[src/rtl/mix_ctrl_pkg.sv]
// Shared definitions for the mixer scheduler: the phase encoding seen on
// act_phase, default array/timing constants, and a small width helper.
package mix_ctrl_pkg;

    localparam int DEF_NUM_MIXERS   = 70;
    localparam int DEF_LOAD_CYCLES  = 8;
    localparam int DEF_FLUSH_CYCLES = 4;
    localparam int MIXER_W          = 7;

    typedef enum logic [2:0] {
        PH_IDLE   = 3'd0,
        PH_LOAD_A = 3'd1,
        PH_LOAD_B = 3'd2,
        PH_MIX    = 3'd3,
        PH_FLUSH  = 3'd4
    } phase_e;

    function automatic int max_int(input int a, input int b);
        return (a > b) ? a : b;
    endfunction

endpackage

[src/rtl/mix_cmd_fifo.sv]
// Synchronous command queue for the mixer scheduler.
// Ports:
//   clk, rst          - clock, synchronous active-high reset
//   wr_en, wr_data    - push request/data (ignored when full)
//   rd_en, rd_data    - pop request; rd_data is the current head entry
//   count             - number of stored entries
//   full, empty       - derived from the registered count, so an entry
//                       written on an edge is only visible after that edge
module mix_cmd_fifo #(
    parameter int DEPTH = 4,
    parameter int WIDTH = 23
) (
    input  logic                     clk,
    input  logic                     rst,
    input  logic                     wr_en,
    input  logic [WIDTH-1:0]         wr_data,
    input  logic                     rd_en,
    output logic [WIDTH-1:0]         rd_data,
    output logic [$clog2(DEPTH):0]   count,
    output logic                     full,
    output logic                     empty
);

    localparam int AW    = $clog2(DEPTH);
    localparam int CNT_W = AW + 1;

    logic [WIDTH-1:0] mem [DEPTH];
    logic [AW-1:0]    wr_ptr;
    logic [AW-1:0]    rd_ptr;
    logic             do_wr;
    logic             do_rd;

    assign full    = (count == CNT_W'(DEPTH));
    assign empty   = (count == '0);
    assign do_wr   = wr_en && !full;
    assign do_rd   = rd_en && !empty;
    assign rd_data = mem[rd_ptr];

    always_ff @(posedge clk) begin
        if (do_wr) begin
            mem[wr_ptr] <= wr_data;
        end
    end

    always_ff @(posedge clk) begin
        if (rst) begin
            wr_ptr <= '0;
            rd_ptr <= '0;
            count  <= '0;
        end else begin
            if (do_wr) begin
                wr_ptr <= wr_ptr + 1'b1;
            end
            if (do_rd) begin
                rd_ptr <= rd_ptr + 1'b1;
            end
            case ({do_wr, do_rd})
                2'b10:   count <= count + 1'b1;
                2'b01:   count <= count - 1'b1;
                default: ;
            endcase
        end
    end

endmodule

[src/rtl/mix_scheduler.sv]
// Mixer-array scheduler: queues mix commands and sequences each one through
// LOAD_A, LOAD_B, MIX and FLUSH valve phases, reporting completion.
// Ports:
//   clk, rst                      - clock, synchronous active-high reset
//   cmd_valid/cmd_ready           - command handshake
//   cmd_mixer, cmd_dur            - target mixer index and mix duration
//   abort                         - cut the active load/mix short into FLUSH
//   act_en, act_mixer, act_phase  - current actuation
//   done_valid/mixer/aborted      - one-cycle completion report
//   err_bad_id                    - one-cycle pulse for an out-of-range index
//   fifo_count                    - queued command count
module mix_scheduler
    import mix_ctrl_pkg::*;
#(
    parameter int NUM_MIXERS   = DEF_NUM_MIXERS,
    parameter int FIFO_DEPTH   = 4,
    parameter int LOAD_CYCLES  = DEF_LOAD_CYCLES,
    parameter int FLUSH_CYCLES = DEF_FLUSH_CYCLES,
    parameter int DUR_W        = 16
) (
    input  logic                          clk,
    input  logic                          rst,
    input  logic                          cmd_valid,
    output logic                          cmd_ready,
    input  logic [6:0]                    cmd_mixer,
    input  logic [DUR_W-1:0]              cmd_dur,
    input  logic                          abort,
    output logic                          act_en,
    output logic [6:0]                    act_mixer,
    output logic [2:0]                    act_phase,
    output logic                          done_valid,
    output logic [6:0]                    done_mixer,
    output logic                          done_aborted,
    output logic                          err_bad_id,
    output logic [$clog2(FIFO_DEPTH):0]   fifo_count
);

    localparam int CNT_W = max_int(DUR_W, $clog2(LOAD_CYCLES));
    localparam int QW    = MIXER_W + DUR_W;

    localparam logic [CNT_W-1:0] LOAD_LAST  = CNT_W'(LOAD_CYCLES - 1);
    localparam logic [CNT_W-1:0] FLUSH_LAST = CNT_W'(FLUSH_CYCLES - 1);

    phase_e             state;
    logic [CNT_W-1:0]   cnt;
    logic [DUR_W-1:0]   cur_dur;
    logic               aborted;

    logic               q_full;
    logic               q_empty;
    logic [QW-1:0]      q_head;
    logic [MIXER_W-1:0] head_mixer;
    logic [DUR_W-1:0]   head_dur;
    logic               accept;
    logic               id_ok;
    logic               push;
    logic               pop;
    logic               last_flush;
    logic [CNT_W-1:0]   mix_last;

    assign cmd_ready  = !q_full;
    assign accept     = cmd_valid && cmd_ready;
    assign id_ok      = 32'(cmd_mixer) < NUM_MIXERS;
    assign push       = accept && id_ok;
    assign last_flush = (state == PH_FLUSH) && (cnt == '0);
    // Dequeue on the same edge the FSM latches the head entry.
    assign pop        = ((state == PH_IDLE) || last_flush) && !q_empty;
    assign {head_mixer, head_dur} = q_head;
    // A zero duration still mixes for one cycle.
    assign mix_last   = (cur_dur == '0) ? '0 : CNT_W'(cur_dur - 1'b1);
    assign act_phase  = state;

    mix_cmd_fifo #(
        .DEPTH (FIFO_DEPTH),
        .WIDTH (QW)
    ) u_fifo (
        .clk     (clk),
        .rst     (rst),
        .wr_en   (push),
        .wr_data ({cmd_mixer, cmd_dur}),
        .rd_en   (pop),
        .rd_data (q_head),
        .count   (fifo_count),
        .full    (q_full),
        .empty   (q_empty)
    );

    always_ff @(posedge clk) begin
        if (rst) begin
            state        <= PH_IDLE;
            cnt          <= '0;
            cur_dur      <= '0;
            aborted      <= 1'b0;
            act_en       <= 1'b0;
            act_mixer    <= '0;
            done_valid   <= 1'b0;
            done_mixer   <= '0;
            done_aborted <= 1'b0;
            err_bad_id   <= 1'b0;
        end else begin
            done_valid   <= 1'b0;
            done_aborted <= 1'b0;
            err_bad_id   <= accept && !id_ok;
            case (state)
                PH_IDLE: begin
                    if (!q_empty) begin
                        state     <= PH_LOAD_A;
                        cnt       <= LOAD_LAST;
                        cur_dur   <= head_dur;
                        aborted   <= 1'b0;
                        act_en    <= 1'b1;
                        act_mixer <= head_mixer;
                    end
                end
                PH_LOAD_A, PH_LOAD_B, PH_MIX: begin
                    if (abort) begin
                        state   <= PH_FLUSH;
                        cnt     <= FLUSH_LAST;
                        aborted <= 1'b1;
                    end else if (cnt != '0) begin
                        cnt <= cnt - 1'b1;
                    end else if (state == PH_LOAD_A) begin
                        state <= PH_LOAD_B;
                        cnt   <= LOAD_LAST;
                    end else if (state == PH_LOAD_B) begin
                        state <= PH_MIX;
                        cnt   <= mix_last;
                    end else begin
                        state <= PH_FLUSH;
                        cnt   <= FLUSH_LAST;
                    end
                end
                PH_FLUSH: begin
                    if (cnt != '0) begin
                        cnt <= cnt - 1'b1;
                    end else begin
                        done_valid   <= 1'b1;
                        done_mixer   <= act_mixer;
                        done_aborted <= aborted;
                        // Chain straight into the next queued command.
                        if (!q_empty) begin
                            state     <= PH_LOAD_A;
                            cnt       <= LOAD_LAST;
                            cur_dur   <= head_dur;
                            aborted   <= 1'b0;
                            act_mixer <= head_mixer;
                        end else begin
                            state     <= PH_IDLE;
                            act_en    <= 1'b0;
                            act_mixer <= '0;
                        end
                    end
                end
                default: begin
                    state     <= PH_IDLE;
                    act_en    <= 1'b0;
                    act_mixer <= '0;
                end
            endcase
        end
    end

endmodule

[config.mk]
export PLATFORM = sky130hd
export DESIGN_NAME = mix_scheduler
export DESIGN_NICKNAME = d
export VERILOG_FILES = /design/src/rtl/mix_ctrl_pkg.sv /design/src/rtl/mix_cmd_fifo.sv /design/src/rtl/mix_scheduler.sv
export SDC_FILE = /design/constraint.sdc
export NUM_CORES = 1
export LEC_CHECK = 0
export CAP_MARGIN = 20
export CORE_ASPECT_RATIO = 0.8
export CORE_MARGIN = 3
export CORE_UTILIZATION = 50
export CTS_BUF_LIST = sky130_fd_sc_hd__clkbuf_16
export DETAILED_ROUTE_END_ITERATION = 8
export GPL_ROUTABILITY_DRIVEN = 0
export PLACE_DENSITY = 0.7
export SLEW_MARGIN = 20
export SYNTH_ARGS = -nofsm -noshare
export SYNTH_HDL_FRONTEND = slang
export SYNTH_HIERARCHICAL = 1
export SYNTH_SLANG_ARGS = --single-unit
export TNS_END_PERCENT = 10
[constraint.sdc]
create_clock -name clk -period 6.2 [get_ports clk]
set_input_delay 1.55 -clock clk [delete_from_list [all_inputs] [get_ports clk]]
set_output_delay 1.55 -clock clk [all_outputs]
set_load 0.005 [all_outputs]
==> results_dict.tcl, run 1 <==
set metrics [dict create \
    r2r-start "cnt[0]$_SDFFE_PP0P_" \
    areaGrowthSynthToFinish_pct 17.87 \
    synth_top_family_by_area "simple AND/OR/NAND/NOR gates" \
    place_area_sq_mm 0.007311 \
    fp-row-count 37 \
    grt_pass1_wl_mm 22.84 \
    fin_crit_sh_pct 67.60 \
    hold_start "done_mixer[1]$_SDFFE_PP0P_" \
    drc 0 \
    grt_start_max_net_pins 64 \
    fin_setup_tns_ns 0 \
    htree_levels 4 \
    yosysMostFrequentCell "edfxtp_1" \
    max_freq_mhz 238.6 \
    maxCapViolations 0 \
    cts_buffer_depth 2 \
    netlist_instances 560 \
    numCtsBuffers 17 \
    hold_depth 2 \
    ys.flop_type "edfxtp_1" \
    end_kind "register" \
    hp-class "register to register" \
    synth_compound_area_share_pct 10.31 \
    yosysWarnings 6 \
    ys_seq_elements 155 \
    start_util_pct 51.66 \
    wl_per_cell_um 17.44 \
    fin_skew_ns 0.009500 \
    worst-setup-path-type "register to register" \
    synthSimpleGateAreaFrac_pct 13.68 \
    fin_util_pct 60.89 \
    crit_fanout 18 \
    synthesis.nets 595 \
    first_iter_violations 503 \
    synth_cell_types 58 \
    postCtsSetupRepairBufs 0 \
    slew_headroom_pct 27.34 \
    final_nets 641 \
    final-hold-violation-count 0 \
    post_cts_resized 0 \
    rsz0062_at_grt "false" \
    fin_crit_ns 4.191 \
    hold_path_end "done_mixer[1]$_SDFFE_PP0P_" \
    cts.sinks 155 \
    design_area_sq_mm 0.007921 \
    hold_buffers 0 \
    synthMuxAreaShare_pct 8.211 \
    grt_pass1_vias 4446 \
    yosys.area_share.xor_xnor_pct 2.737 \
    die_area_sq_mm 0.01488 \
    yosys.area_share.adder_pct 1.601 \
    antenna_found_initial 0 \
    vias 4519 \
    diodes 0 \
    r2r_slack_ns 2.01 \
    setup_viol 0 \
    arrival_ns 4.53 \
    yosys-top-cells-count "92 x edfxtp_1, 67 x nand2_1, 63 x dfxtp_1, 50 x a21oi_1, 42 x nor2_1" \
    p_per_area_mw_per_mm2 503.7 \
    firstDrtPassIters 5 \
    ir_drop_v 0.0002481 \
    fp.coreArea_sq_mm 0.01301 \
    die-width_um 135.6 \
    worst_skew_pair.late_latency_ns 0.42 \
    root_buffer "clkbuf_16" \
    io_buffers 51 \
    critPathRequiredTime_ns 6.54 \
    dpl.hpwl_mm 8.905 \
    die_h_um 109.7 \
    outcome "complete, no violations" \
    fill_cells 999 \
    grt.overflow.total 0 \
    yosysSeqAreaShare_pct 59.88 \
    synth.area.top_cells "edfxtp_1 41%, dfxtp_1 19%, mux4_2 7.4%" \
    async_reset_ff_share_pct 0 \
    grt_use_total_pct 19.86 \
    syn_area_per_cell_sq_um 12.00 \
    cts_tree "built" \
    clk_pin_slew_ns 0.07 \
    p_leak_nw 2.669 \
    postRouteAntennaNets 0 \
    synth_edf_count 92 \
    final_max_slew_viol_count 0 \
    ff2ff_path_depth 15 \
    ios 52 \
    layout-drive-gt1-share_pct 12.76 \
    p_total_w 0.003990 \
    tightest_slew_ns 1.088 \
    routed_wl_mm 13.85 \
    via_per_inst 5.691 \
    r2r_end "u_fifo/count[2]$_SDFFE_PP0P_" \
    hold_ws_ns 0.4639 \
    yosys.area.top_type_share_pct 41.11 \
    yosysTopAreaCell "edfxtp_1" \
    startpoint_type "register" \
    netlist_area_sq_mm 0.006720 \
]
stage by stage:
step,cells,worst slack [ns]
floorplan,560,2.827
global placement,762,1.909
detailed placement,762,1.833
CTS,794,2.103
global route,794,1.564
finish,794,2.009
layout make-up:
| type | count | area [sq um] | area share (%) |
|---|---|---|---|
| sequential | 155 | 4024 | 50.80 |
| clock inverter | 15 | 181.4 | 2.290 |
| clock buffer | 17 | 425.4 | 5.370 |
| inverter | 24 | 90.09 | 1.137 |
| timing repair buffer | 53 | 520.5 | 6.571 |
| tap | 175 | 219.0 | 2.764 |
| multi-input combinational | 355 | 2461 | 31.07 |
metal layers:
metal  up-vias  track usage, %  share of wire, %
li1       2161               -                 -
met1      2201           28.03                46
met2       144           31.64                47
met3        13           4.346               5.5
met4         0           5.180              0.75
met5         -               0                 0
how the worst max path moves through the flow:
stage,cells past startpoint,start,slack [ns],endpoint
6_report,15,cnt[0]$_SDFFE_PP0P_,2.01,u_fifo/count[2]$_SDFFE_PP0P_
5_1_grt,15,cnt[0]$_SDFFE_PP0P_,1.56,u_fifo/count[2]$_SDFFE_PP0P_
4_1_cts,15,cnt[0]$_SDFFE_PP0P_,2.10,u_fifo/count[2]$_SDFFE_PP0P_
3_5_place_dp,6,cmd_mixer[2],1.83,u_fifo/mem[1][9]$_DFFE_PP_
3_3_place_gp,6,cmd_mixer[2],1.91,u_fifo/mem[0][9]$_DFFE_PP_
2_1_floorplan,11,cmd_mixer[2],2.83,u_fifo/count[2]$_SDFFE_PP0P_
flip-flops by register name (all words and copies together), names as in the netlist, named ones only:
name and flops:
u_fifo/mem 92, cnt 16, cur_dur 16, act_mixer 7, done_mixer 7, act_phase 3
u_fifo/count 3, u_fifo/rd_ptr 2, u_fifo/wr_ptr 2, aborted 1, act_en 1, done_aborted 1
done_valid 1, err_bad_id 1
report_power, final:
part	internal, W	switching [W]	leakage, nW	total [W]
Clock	0.000610	0.000438	0.296	0.00105
Sequential	0.00123	0.000144	1.35	0.00137
Combinational	0.000613	0.000958	1.02	0.00157
placed cells by master, fill, tap and decap left out, types with 3 or more instances in the layout:
cell type | synthesis | layout
nor2_1 | 42 | 42
o31a_1 | 3 | 3
mux2i_1 | 3 | 3
nand2_1 | 67 | 67
nand2b_1 | 5 | 5
edfxtp_1 | 92 | 92
a22oi_1 | 3 | 3
clkbuf_16 | 0 | 17
nor3b_1 | 3 | 3
nor3_1 | 14 | 14
a211oi_1 | 7 | 7
or4_1 | 3 | 3
nand3_1 | 16 | 16
a221oi_1 | 5 | 5
dfxtp_1 | 63 | 63
a21oi_1 | 50 | 50
and2_2 | 0 | 4
inv_6 | 0 | 3
xor2_1 | 14 | 14
or2_2 | 8 | 8
mux4_2 | 22 | 22
o21ai_0 | 18 | 18
or3_1 | 6 | 6
a31oi_1 | 6 | 6
clkdlybuf4s50_1 | 0 | 50
inv_8 | 0 | 4
nor4_1 | 4 | 4
ha_1 | 7 | 7
inv_1 | 23 | 23
and3_1 | 4 | 4
xnor2_1 | 7 | 7
kinds of logic after synthesis:
family | after synthesis
mux | 26
buf+inv | 50
flops | 155
xor+xnor | 21
fa+ha+maj | 8
simple gates | 190
compound gates | 110
critical path: stages (launching register included):
cell and delay [ns]:
dfxtp_1 0.36, inv_1 0.07, ha_1 0.19, nor3b_1 0.43, nand3_1 0.24, o21ai_0 0.47
nand2_1 0.46, clkinv_1 0.44, o31ai_2 0.15, inv_1 0.08, ha_1 0.17, inv_1 0.06
fa_1 0.37, xor2_1 0.16, or3_1 0.33, a21oi_1 0.14
Note: power is estimated with default switching activity, not from simulation.
==> run 2, diff against run 1 <==
==> constraint.sdc (replaced) <==
create_clock -name clk -period 4.4 [get_ports clk]
set_input_delay 1.1 -clock clk [delete_from_list [all_inputs] [get_ports clk]]
set_output_delay 1.1 -clock clk [all_outputs]
set_load 0.005 [all_outputs]
==> results_dict.tcl, run 2 (synthesis results as in run 1) <==
set metrics [dict create \
    outcome "complete, no violations" \
    die-width_um 135.6 \
    max_freq_mhz 279.1 \
    maxCapViolations 0 \
    setup_ws_ns 0.8166 \
    hold_buffers 0 \
    cts_buffer_depth 2 \
    postCtsSetupRepairBufs 0 \
    fin_util_pct 61.40 \
    cts.sinks 155 \
    numCtsBuffers 17 \
    final_nets 650 \
    fin_crit_sh_pct 81.44 \
    arrival_ns 3.94 \
    wl_per_cell_um 16.96 \
    grt_pass1_vias 4387 \
    fill_cells 993 \
    ir_drop_v 0.0003915 \
    start_util_pct 51.66 \
    layout-drive-gt1-share_pct 13.22 \
    fin_crit_ns 3.583 \
    critPathRequiredTime_ns 4.76 \
    post_cts_resized 0 \
    worst-setup-path-type "register to register" \
    slew_headroom_pct 45.92 \
    mostFrequentLayoutCells "92 x edfxtp_1, 67 x nand2_1, 63 x dfxtp_1" \
    largest_registers "u_fifo/mem (92), cnt (16), cur_dur (16)" \
    drc 0 \
    fp.coreArea_sq_mm 0.01301 \
    die_area_sq_mm 0.01488 \
    diodes 0 \
    cts_tree "built" \
    postRouteAntennaNets 0 \
    htree_levels 4 \
    fp-row-count 37 \
    hold_ws_ns 0.4631 \
    crit_chain "inv_1, ha_1, nor3b_1, nand3_1, o21ai_0, nand2_1, clkinv_1, o31ai_2, inv_1, ha_1, inv_1, fa_1, xor2_1, or3_1, a21oi_1" \
    cpMostUsedCell "inv_1" \
    largest_register_ffs 92 \
    io_buffers 51 \
    via_per_inst 5.582 \
    end_kind "register" \
    hp-class "register to register" \
    fin_cells 803 \
    routed_wl_mm 13.62 \
    vias 4482 \
    root_buffer "clkbuf_16" \
    rsz0062_at_grt "false" \
    grt_use_total_pct 19.80 \
    slowest_delay_ns 0.41 \
    dp.cells 771 \
    r2r_slack_ns 0.82 \
    final-hold-violation-count 0 \
    setup_viol 0 \
    grt_start_max_net_pins 39 \
    final_max_slew_viol_count 0 \
    fin_skew_ns 0.008016 \
    crit_path_top_delay_cell "nand2_1" \
    die_h_um 109.7 \
    worst_skew_pair.late_latency_ns 0.42 \
    dpl.hpwl_mm 9.210 \
    grt.overflow.total 0 \
    final_common_cell "edfxtp_1" \
    grt_pass1_wl_mm 22.54 \
    first_iter_violations 418 \
    crit_fanout 17 \
    tightest_slew_ns 0.8112 \
    fin_setup_tns_ns 0 \
    p_leak_nw 2.719 \
    antenna_found_initial 0 \
    p_per_area_mw_per_mm2 707.1 \
    post-place-ws_ns 0.8122 \
    firstDrtPassIters 5 \
    regMostFlops "u_fifo/mem" \
    areaGrowthSynthToFinish_pct 18.86 \
    clk_pin_slew_ns 0.06 \
    startpoint_type "register" \
    ios 52 \
]
run 2: where the power goes:
part	internal [W]	switching (W)	total, W
clock network	0.000904	0.000602	0.00151
registers	0.00173	0.000190	0.00192
logic	0.000890	0.00133	0.00222
run 2: worst paths after layout:
kind	end	startpoint	cells after the start
worst max-delay path	u_fifo/count[2]$_SDFFE_PP0P_	cnt[0]$_SDFFE_PP0P_	15
worst min-delay path	done_mixer[4]$_SDFFE_PP0P_	done_mixer[4]$_SDFFE_PP0P_	2
worst max register to register	u_fifo/count[2]$_SDFFE_PP0P_	cnt[0]$_SDFFE_PP0P_	15
worst min register to register	done_mixer[4]$_SDFFE_PP0P_	done_mixer[4]$_SDFFE_PP0P_	2
run 2: cell type report:
type / count / area (sq um) / area share [%]
clock buffer: 17 / 425.4 / 5.326
clock inverter: 15 / 185.2 / 2.318
inverter: 24 / 90.09 / 1.128
multi-input combinational: 355 / 2456 / 30.75
sequential: 155 / 4024 / 50.38
tap: 175 / 219.0 / 2.741
timing repair buffer: 62 / 588.1 / 7.362
run 2: worst max-delay path: cells and delay by family, from the launching register on:
kind	cells	cell delay [ns]
buf+inv	4	0.39
flops	1	0.35
simple gates	4	1.27
compound gates	3	0.61
xor+xnor	1	0.15
fa+ha+maj	3	0.73
run 2: routing by layer:
layer / GRT usage (%) / up-vias / wire length [um]
met3: 4.895 / 22 / 816
met2: 30.01 / 152 / 6252
met5: 0 / - / 0
met1: 27.84 / 2129 / 6304
met4: 7.698 / 0 / 242
li1: - / 2179 / -
run 2: stage by stage:
| stage | instance area, sq um | power [W] |
|---|---|---|
| after floorplan | 6720 | 0.003630 |
| after global placement | 7377 | 0.004119 |
| after detailed placement | 7377 | 0.004147 |
| after CTS | 7988 | 0.005664 |
| after global routing | 7988 | 0.006042 |
| final | 7988 | 0.005648 |
==> run 3, diff against run 2 <==
==> constraint.sdc (replaced) <==
create_clock -name clk -period 3.5 [get_ports clk]
set_input_delay 0.875 -clock clk [delete_from_list [all_inputs] [get_ports clk]]
set_output_delay 0.875 -clock clk [all_outputs]
set_load 0.005 [all_outputs]
==> results_dict.tcl, run 3 (synthesis results as in run 1) <==
set metrics [dict create \
    via_per_inst 5.618 \
    diodes 0 \
    grt_pass1_vias 4449 \
    postCtsSetupRepairBufs 0 \
    max_freq_mhz 311.7 \
    grt_start_max_net_pins 48 \
    regMostFlops "u_fifo/mem" \
    vias 4556 \
    ios 52 \
    dpl.hpwl_mm 9.211 \
    worst_skew_pair.late_latency_ns 0.42 \
    crit_fanout 4 \
    outcome "complete, no violations" \
    use_met3_pct 4.346 \
    fin_crit_sh_pct 91.67 \
    postRouteAntennaNets 0 \
    ir_drop_v 0.0004679 \
    largest_register_ffs 92 \
    drc 0 \
    cts_tree "built" \
    hp-class "register to register" \
    p_leak_nw 2.756 \
    worst-setup-path-type "register to register" \
    final_common_cell "edfxtp_1" \
    root_buffer "clkbuf_16" \
    use_met1_pct 29.32 \
    fill_cells 998 \
    end_kind "register" \
    wl_per_cell_um 17.14 \
    startpoint_type "register" \
    rsz0062_at_grt "false" \
    gr-max-usage-layer "met2" \
    fin_crit_ns 3.208 \
    fin_util_pct 62.12 \
    layout-drive-gt1-share_pct 14.62 \
    first_iter_violations 476 \
    setup_viol 0 \
    largest_registers "u_fifo/mem (92), cnt (16), cur_dur (16)" \
    seqCellArea_sq_mm 0.004024 \
    tightest_slew_ns 0.8879 \
    die_area_sq_mm 0.01488 \
    multi_input_area_sq_mm 0.002456 \
    cts.sinks 155 \
    final-hold-violation-count 0 \
    p_per_area_mw_per_mm2 885.3 \
    slew_headroom_pct 40.81 \
    fin_setup_tns_ns 0 \
    areaGrowthSynthToFinish_pct 20.26 \
    grt.overflow.total 0 \
    htree_levels 4 \
    die_h_um 109.7 \
    antenna_found_initial 0 \
    final_max_slew_viol_count 0 \
    fp-row-count 37 \
    use_met2_pct 30.22 \
    cts_buffer_depth 2 \
    firstDrtPassIters 6 \
    final_nets 658 \
    grt_use_total_pct 20.14 \
    arrival_ns 3.55 \
    mostFrequentLayoutCells "92 x edfxtp_1, 67 x nand2_1, 63 x dfxtp_1" \
    fin_skew_ns 0.01182 \
    maxCapViolations 0 \
    start_util_pct 51.66 \
    critPathRequiredTime_ns 3.84 \
    fp.coreArea_sq_mm 0.01301 \
    die-width_um 135.6 \
    numCtsBuffers 17 \
    clk_pin_slew_ns 0.07 \
    routed_wl_mm 13.90 \
    io_buffers 51 \
    p_total_w 0.007154 \
    grt_pass1_wl_mm 23.09 \
]
## run 3: power breakdown
group          internal [W]  total [W]  switching, W
clock              0.000962    0.00181      0.000844
combinational       0.00121    0.00293       0.00172
sequential          0.00217    0.00242      0.000251
## run 3: repair_timing
action	4_1_cts	5_1_grt
hold buffers	0	0
endpoints found under the setup margin	0	1
resized for setup	0	1
## run 3: metal layers
metal / vias to the layer above / routed length, um / part of all wire (%)
met1: 2189 / 6545 / 47
met2: 154 / 6298 / 45
met5: - / 0 / 0
li1: 2196 / - / -
met3: 17 / 851 / 6.1
met4: 0 / 205 / 1.5
## run 3: worst paths after layout
check | startpoint | endpoint | slack [ns] | cells after the start
worst min register to register | done_mixer[3]$_SDFFE_PP0P_ | done_mixer[3]$_SDFFE_PP0P_ | 0.46 | 2
worst max-delay path | cnt[1]$_SDFFE_PP0P_ | u_fifo/count[2]$_SDFFE_PP0P_ | 0.29 | 15
worst min-delay path | done_mixer[3]$_SDFFE_PP0P_ | done_mixer[3]$_SDFFE_PP0P_ | 0.46 | 2
worst max register to register | cnt[1]$_SDFFE_PP0P_ | u_fifo/count[2]$_SDFFE_PP0P_ | 0.29 | 15
## run 3: area by class of cell
type	instances	area share [%]
Timing Repair Buffer	70	8.639
Clock buffer	17	5.264
Sequential cell	155	49.79
Tap cell	175	2.709
Inverter	24	1.115
Multi-Input combinational cell	355	30.39
Clock inverter	15	2.090
## run 3: critical path: stages, from the launching register on
cell      delay, ns
dfxtp_1        0.33
inv_1          0.08
ha_1           0.19
nor3b_1        0.37
nand3_1        0.23
o21ai_1        0.34
nand2_1        0.13
clkinv_1       0.09
o31ai_2        0.08
inv_1          0.07
ha_1           0.17
inv_1          0.06
fa_1           0.37
xor2_1         0.17
or3_1          0.33
a21oi_1        0.14
## run 3: per-stage QoR
step	hold slack, ns	cells	instance area [sq um]	worst slack, ns
6_report	0.4609	811	8082	0.2916
5_1_grt	0.4919	811	8082	0.006468
4_1_cts	0.4648	811	8082	0.2213
3_5_place_dp	0.4518	779	7487	0.2056
3_3_place_gp	0.4463	779	7487	0.2460
2_1_floorplan	0.4527	560	6720	0.4137
==> variant 1, RTL diff (config.mk and constraints of run 2) <==
Remove the register `err_bad_id`: a continuous assignment takes its place, so the output `err_bad_id` follows one clock earlier. Comments in the files are not updated.
--- a/src/rtl/mix_scheduler.sv
+++ b/src/rtl/mix_scheduler.sv
@@ -97,9 +97,7 @@
             done_mixer   <= '0;
             done_aborted <= 1'b0;
-            err_bad_id   <= 1'b0;
         end else begin
             done_valid   <= 1'b0;
             done_aborted <= 1'b0;
-            err_bad_id   <= accept && !id_ok;
             case (state)
                 PH_IDLE: begin
@@ -161,4 +159,6 @@
     end
 
+    assign err_bad_id = accept && !id_ok;
+
 endmodule
 
Formal check against the unedited RTL: not equivalent (Yosys sat finds a counterexample within 4 cycles, from zero or initial values and one cycle with rst high).
==> variant 1 against run 2 <==
Sequential cell count shrank 1; synthesized area increased by 1.3%; power grew 2.0%; clock power fell by 5%; core utilization decreased by 0.071 points; final area increased by 0.60%; routed wire length up 4.7%; clock skew hardly changed; count of clock-buffer cells in the layout stayed put; largest power group unchanged; worst setup slack worse by 0.32 ns; hold slack better by 0.027 ns.
==> variant 1: results (changes against run 2) <==
** Worst setup path
- Largest driver fanout on the critical path :: 19 (+2)
- The worst register-to-register path begins at cnt[0].
- The most critical setup path has its startpoint at cnt[0].
- The worst endpoint data arrival time came to 4.25 ns (+0.31 ns).

** Worst hold path
- Class of the tightest hold or removal check :: reg -> reg
- Start point of the worst min-delay path :: aborted

** Global routing
- Global-route wire length before repair :: 23,200 µm (+2.9%)
- The via count of the first global-routing pass is 4,578 (+4.4%).
- GRT Util Overall :: 20.07% (+0.27 points)
- Number of antenna violations at the first check in global routing :: 0 (unchanged)
- The pin count of the biggest net entering global routing came to 39 (unchanged).

** Clocking
- After clock tree synthesis, the clock-pin slew on the worst setup and hold paths is 0.07 ns.
- The clock network latency to the later pin of the worst-skew pair came to 0.42 ns (about the same).
- Clock Tree Buf Depth :: 2 (unchanged)
- CTS root buffer :: clkbuf_16
- The post-cts repair resize count came to 0 (unchanged).
- H-Tree Depth :: 4 (unchanged)
- The post-CTS repair timing setup buffer count came to 0 (unchanged).
- Number of CTS-inserted buffers :: 17 (unchanged)

** Drt
- Number of DRC markers in iteration 0 :: 345 (-17%)
- Mean routed wirelength per cell :: 17.62 µm (+3.9%)
- Per-cell via count in the routed design :: 5.717 (+2.4%)
- Number of iterations in the first detailed-routing pass :: 5 (unchanged)

** Synthesis
- The synthesis warning total came to 6 (unchanged).
- Among all flip-flop cells after synthesis, the most frequent one is edfxtp_1.
- The total nets after synthesis is 606 (+1.8%).
- The number of distinct library cell variants in the gate-level netlist after synthesis is 65 (+12%).
- Sorting the synthesized cells by how often they occur yields edfxtp_1 (92), dfxtp_1 (62), nand2_1 (58), nor2_1 (58), a21oi_1 (47).
- The proportion of synthesized chip area in sequential cells was 58.79% (-1.1 points).
- In the post-synthesis netlist, the biggest area contributors are edfxtp_1 (41%), dfxtp_1 (18%), mux4_2 (7.3%), a21oi_1 (3.5%), nand2_1 (3.2%).
- The number of enable-type register cells in the synthesized netlist was 92 (unchanged).
- Post-synthesis async set-or-reset flop share :: 0% (unchanged)

** Layout
- The largest registers in the layout are u_fifo/mem (92), cnt (16), cur_dur (16).
- The net count of the finished layout came to 656 (+0.92%).
- The number of antenna repair diodes is 0 (unchanged).
- The fraction of layout instances using a drive strength above 1 is 13.09% (-0.13 points).

** Place
- Placed wire-length estimate after detailed placement :: 9755 µm (+5.9%)
- Count of input and output buffers :: 51 (unchanged)
- Area after detailed placement :: 7455 µm² (+1.1%)

** STA
- The slew at the pin closest to its max-slew limit came to 1.001 ns (+0.1901 ns).
- The clock tree skew after final layout was 0.008209 ns (+0.0001925 ns).
- Count of endpoints failing setup in the final report :: 0 (unchanged)

** Run status
- The flow ran to the end, and the final reports show no timing, DRC or antenna violations.

** Power
- The worst-case vdd ir drop came to 351.7 µV (-10%).
- Leakage component of the power :: 0.002732 µW (+0.49%)
variant 1: cell count changes in the layout (fill, tap and decap cells not counted), sizes merged, moves of 4 or more:
cell and change:
a211oi -4, a31oi +7, nand2 -8, nand3 -8
nor2 +15, nor2b +4, nor3 +11, or2 -6
variant 1: cell type report:
| class | count | area [µm²] |
|---|---|---|
| Timing Repair Buffer | 61 | 605.6 |
| Fill cell | 1032 | 5066 |
| Sequential cell | 154 | 4004 |
| Inverter | 22 | 87.58 |
| Clock buffer | 17 | 425.4 |
| Multi-Input combinational cell | 365 | 2539 |
| Clock inverter | 15 | 155.1 |
| Tap cell | 175 | 219.0 |
variant 1: through the flow:
step                      cells  setup slack [ns]  util, %  total power (µW)
after detailed placement    777            0.5113    56.90              4319
after CTS                   809            0.5026    61.33              5757
after global routing        809            0.2129    61.33              6108
after floorplan             571            0.8314        -              3759
final                       809            0.4968    61.33              5763
after global placement      777            0.5332    56.90              4246
variant 1: final timing paths:
path                                   endpoint  slack [ns]  depth (start not counted)
worst max register to register  u_fifo/count[2]        0.50                         15
worst min register to register     done_aborted        0.49                          1
worst max-delay path            u_fifo/count[2]        0.50                         15
worst min-delay path               done_aborted        0.49                          1
variant 1: layer usage:
| layer | routed length (µm) | track usage, % |
|---|---|---|
| met5 | 0 | 0 |
| met4 | 231 | 7.482 |
| met3 | 860 | 4.628 |
| met2 | 6683 | 31.75 |
| met1 | 6480 | 27.33 |
variant 1: cells by family (layout without fill, tap and decap cells):
logic type	count (synthesis)	count (layout)	share of synthesized area, %
mux	29	29	8.580
xor+xnor	19	19	2.444
compound gates	107	107	9.848
simple gates	202	202	14.83
fa+ha+maj	8	8	1.580
flops	154	154	58.79
buf+inv	52	115	3.932
variant 1: report_power, final:
group	switching, µW	internal, µW	total [µW]
clock	625	801	1430
sequential	230	1730	1960
combinational	1410	975	2380
total	2260	3500	5760
variant 1: worst max-delay path, cell delays in order, from the launching register on:
cell     delay, ns
dfxtp_1       0.37
inv_1         0.11
ha_1          0.34
or4b_1        0.56
or4_4         0.51
nand2_4       0.13
nand2_4       0.16
inv_6         0.21
o31ai_2       0.10
inv_1         0.07
ha_1          0.18
inv_1         0.07
fa_1          0.38
xor2_1        0.17
or3_1         0.32
a21oi_1       0.15
==> variant 2, RTL diff (settings of run 2) <==
Without the edit above. The package constant `DEF_LOAD_CYCLES` goes from 8 to 4.
--- a/src/rtl/mix_ctrl_pkg.sv
+++ b/src/rtl/mix_ctrl_pkg.sv
@@ -4,5 +4,5 @@
 
     localparam int DEF_NUM_MIXERS   = 70;
-    localparam int DEF_LOAD_CYCLES  = 8;
+    localparam int DEF_LOAD_CYCLES  = 4;
     localparam int DEF_FLUSH_CYCLES = 4;
     localparam int MIXER_W          = 7;
Behaviour: not the same (a bounded check fails within 10 cycles, from zero or initial values and one cycle with rst high).
==> variant 2 against run 2 <==
Non-clock buffer count is 4 higher; critical path type unchanged; power up 6.7%; largest cell class unchanged; synthesized area grew 3.3%; worst setup slack got worse by 0.54 ns; routed wire length up 5.6%; highest routed layer unchanged; sequential cell count unchanged; core utilization rose by 0.43 points; maximum frequency decreased by 13%; largest power group unchanged; final area is 2.1% higher.
==> variant 2: results (changes against run 2) <==
** Clocking
- The clock network latency to the later pin of the worst-skew pair was 0.42 ns (about the same).
- The count of H-tree levels built during CTS came to 4 (unchanged).
- Number of CTS-inserted buffers :: 17 (unchanged)
- The cell sitting at the root of the clock tree is a clkbuf_16.
- The clock-pin slew reported for the worst setup and hold paths after clock tree synthesis was 0.06 ns (about the same).
- Clock Tree Buf Depth :: 2 (unchanged)
- The post-cts repair resize count came to 0 (unchanged).
- The post-CTS repair timing setup buffer count came to 0 (unchanged).

** Worst setup path
- Startpoint of the most critical setup path :: cnt[0]
- Largest driver fanout on the critical path :: 18 (+1)
- The worst endpoint data arrival time was 4.46 ns (+0.52 ns).

** Drt
- The initial detailed-routing violation count came to 427 (+2.2%).
- The ratio of routed vias to standard cells was 5.822 (+4.3%).
- Post-Route M1 WL :: 6692 µm (+6.2%)
- Routed signal wires occupy layers up through met4.
- The number of detailed-route iterations in the first pass is 6 (+1).
- Met3 wire len :: 916 µm (+12%)
- The total wire length after detailed routing was 14,380 µm (+5.6%).
- The wire length on met2 came to 6488 µm (+3.8%).

** Layout
- Total number of nets in the final design :: 649 (-0.15%)
- # diodes :: 0 (unchanged)
- Share of post-route cells with drive strength above 1 :: 15.63% (+2.4 points)
- Largest registers :: u_fifo/mem (92), cnt (16), cur_dur (16)

** Synthesis
- Number of warnings printed during yosys synthesis :: 6 (unchanged)
- The share of flip-flops with an asynchronous set or reset came to 0% (unchanged).
- The number of distinct library cell variants in the gate-level netlist after synthesis was 67 (+16%).
- By area the synthesized netlist is led by edfxtp_1 (40%), dfxtp_1 (18%), mux4_2 (7.1%), mux2i_1 (2.5%), nand2_1 (2.4%).
- Top FF cell, synth :: edfxtp_1
- Fraction of the yosys area taken by sequential cells :: 57.98% (-1.9 points)
- The number of enable-type register cells in the synthesized netlist was 92 (unchanged).
- Sorting the synthesized cells by how often they occur yields edfxtp_1 (92), dfxtp_1 (63), nand2_1 (44).
- The total nets after synthesis is 598 (+0.50%).

** Place
- Placed wire-length estimate after detailed placement :: 9481 µm (+2.9%)
- Count of input and output buffers :: 51 (unchanged)

** Worst hold path
- The worst hold path belongs to the class reg -> reg.
- The worst hold path begins at aborted.

** Power
- The worst-case vdd ir drop is 445.2 µV (+14%).
- Leakage component of the power :: 0.002748 µW (+1.1%)

** Global routing
- The first-pass GRT wire length came to 23,430 µm (+3.9%).
- Pin count of the biggest net entering global routing :: 53 (+36%)
- GRT Util Overall :: 19.85% (+0.049 points)
- Number of global-route vias before repair :: 4,528 (+3.2%)
- The number of antenna violations at the first check in global routing came to 0 (unchanged).

** STA
- Final Skew :: 0.009084 ns (+0.001068 ns)
- Worst-margin pin slew :: 1.043 ns (+0.2318 ns)

** Run status
- The flow ran to the end, and the final reports show no timing, DRC or antenna violations.
variant 2: path summary, 6_finish.rpt:
kind	slack, ns	to	cells past startpoint
worst max-delay path	0.27	u_fifo/count[2]	14
worst min-delay path	0.49	done_aborted	1
worst max register to register	0.27	u_fifo/count[2]	14
worst min register to register	0.49	done_aborted	1
variant 2: critical path, stage by stage, from the launching register on:
cell	delay, ns
dfxtp_1	0.38
inv_1	0.10
ha_1	0.25
or4b_2	0.66
or4_4	0.55
a21o_1	0.43
clkinv_4	0.25
o31ai_2	0.11
inv_1	0.07
ha_1	0.17
inv_1	0.06
fa_1	0.37
xor2_1	0.15
or3_1	0.32
a21oi_1	0.17
variant 2: per-stage QoR:
stage | cells | area (µm²) | setup WS (ns) | power (µW) | hold WS [ns]
final | 802 | 8158 | 0.2726 | 6025 | 0.4924
after global routing | 802 | 8158 | 0.03474 | 6433 | 0.5109
after CTS | 802 | 8158 | 0.2964 | 6030 | 0.4928
after detailed placement | 770 | 7575 | 0.3266 | 4584 | 0.4759
after global placement | 770 | 7575 | 0.4730 | 4523 | 0.4605
after floorplan | 563 | 6940 | 0.6331 | 4019 | 0.4406
variant 2: cell type report:
| cell class | instances | area, µm² |
|---|---|---|
| fillers | 999 | 5036 |
| flip-flops and latches | 155 | 4024 |
| inverters | 18 | 72.57 |
| well taps | 175 | 219.0 |
| clock buffers | 17 | 425.4 |
| multi-input cells | 356 | 2641 |
| clock inverters | 15 | 157.7 |
| repair buffers | 66 | 618.1 |
variant 2: cells by family (layout without fill, tap and decap cells):
family	Yosys count	in the layout	share of synthesized area (%)
compound gates	101	101	9.699
xor+xnor	19	19	2.398
fa+ha+maj	8	8	1.550
buf+inv	52	116	4.056
flops	155	155	57.98
mux	40	40	9.969
simple gates	188	188	14.35
variant 2: routing by layer:
layer / up-vias / global-route usage [%]
met2: 167 / 28.35
li1: 2202 / -
met5: - / 0
met3: 26 / 5.691
met4: 0 / 7.176
met1: 2274 / 29.11
variant 2: power by group:
part	internal (µW)	total [µW]	switching [µW]
clock network	880	1430	555
logic	1090	2590	1500
registers	1740	2000	254
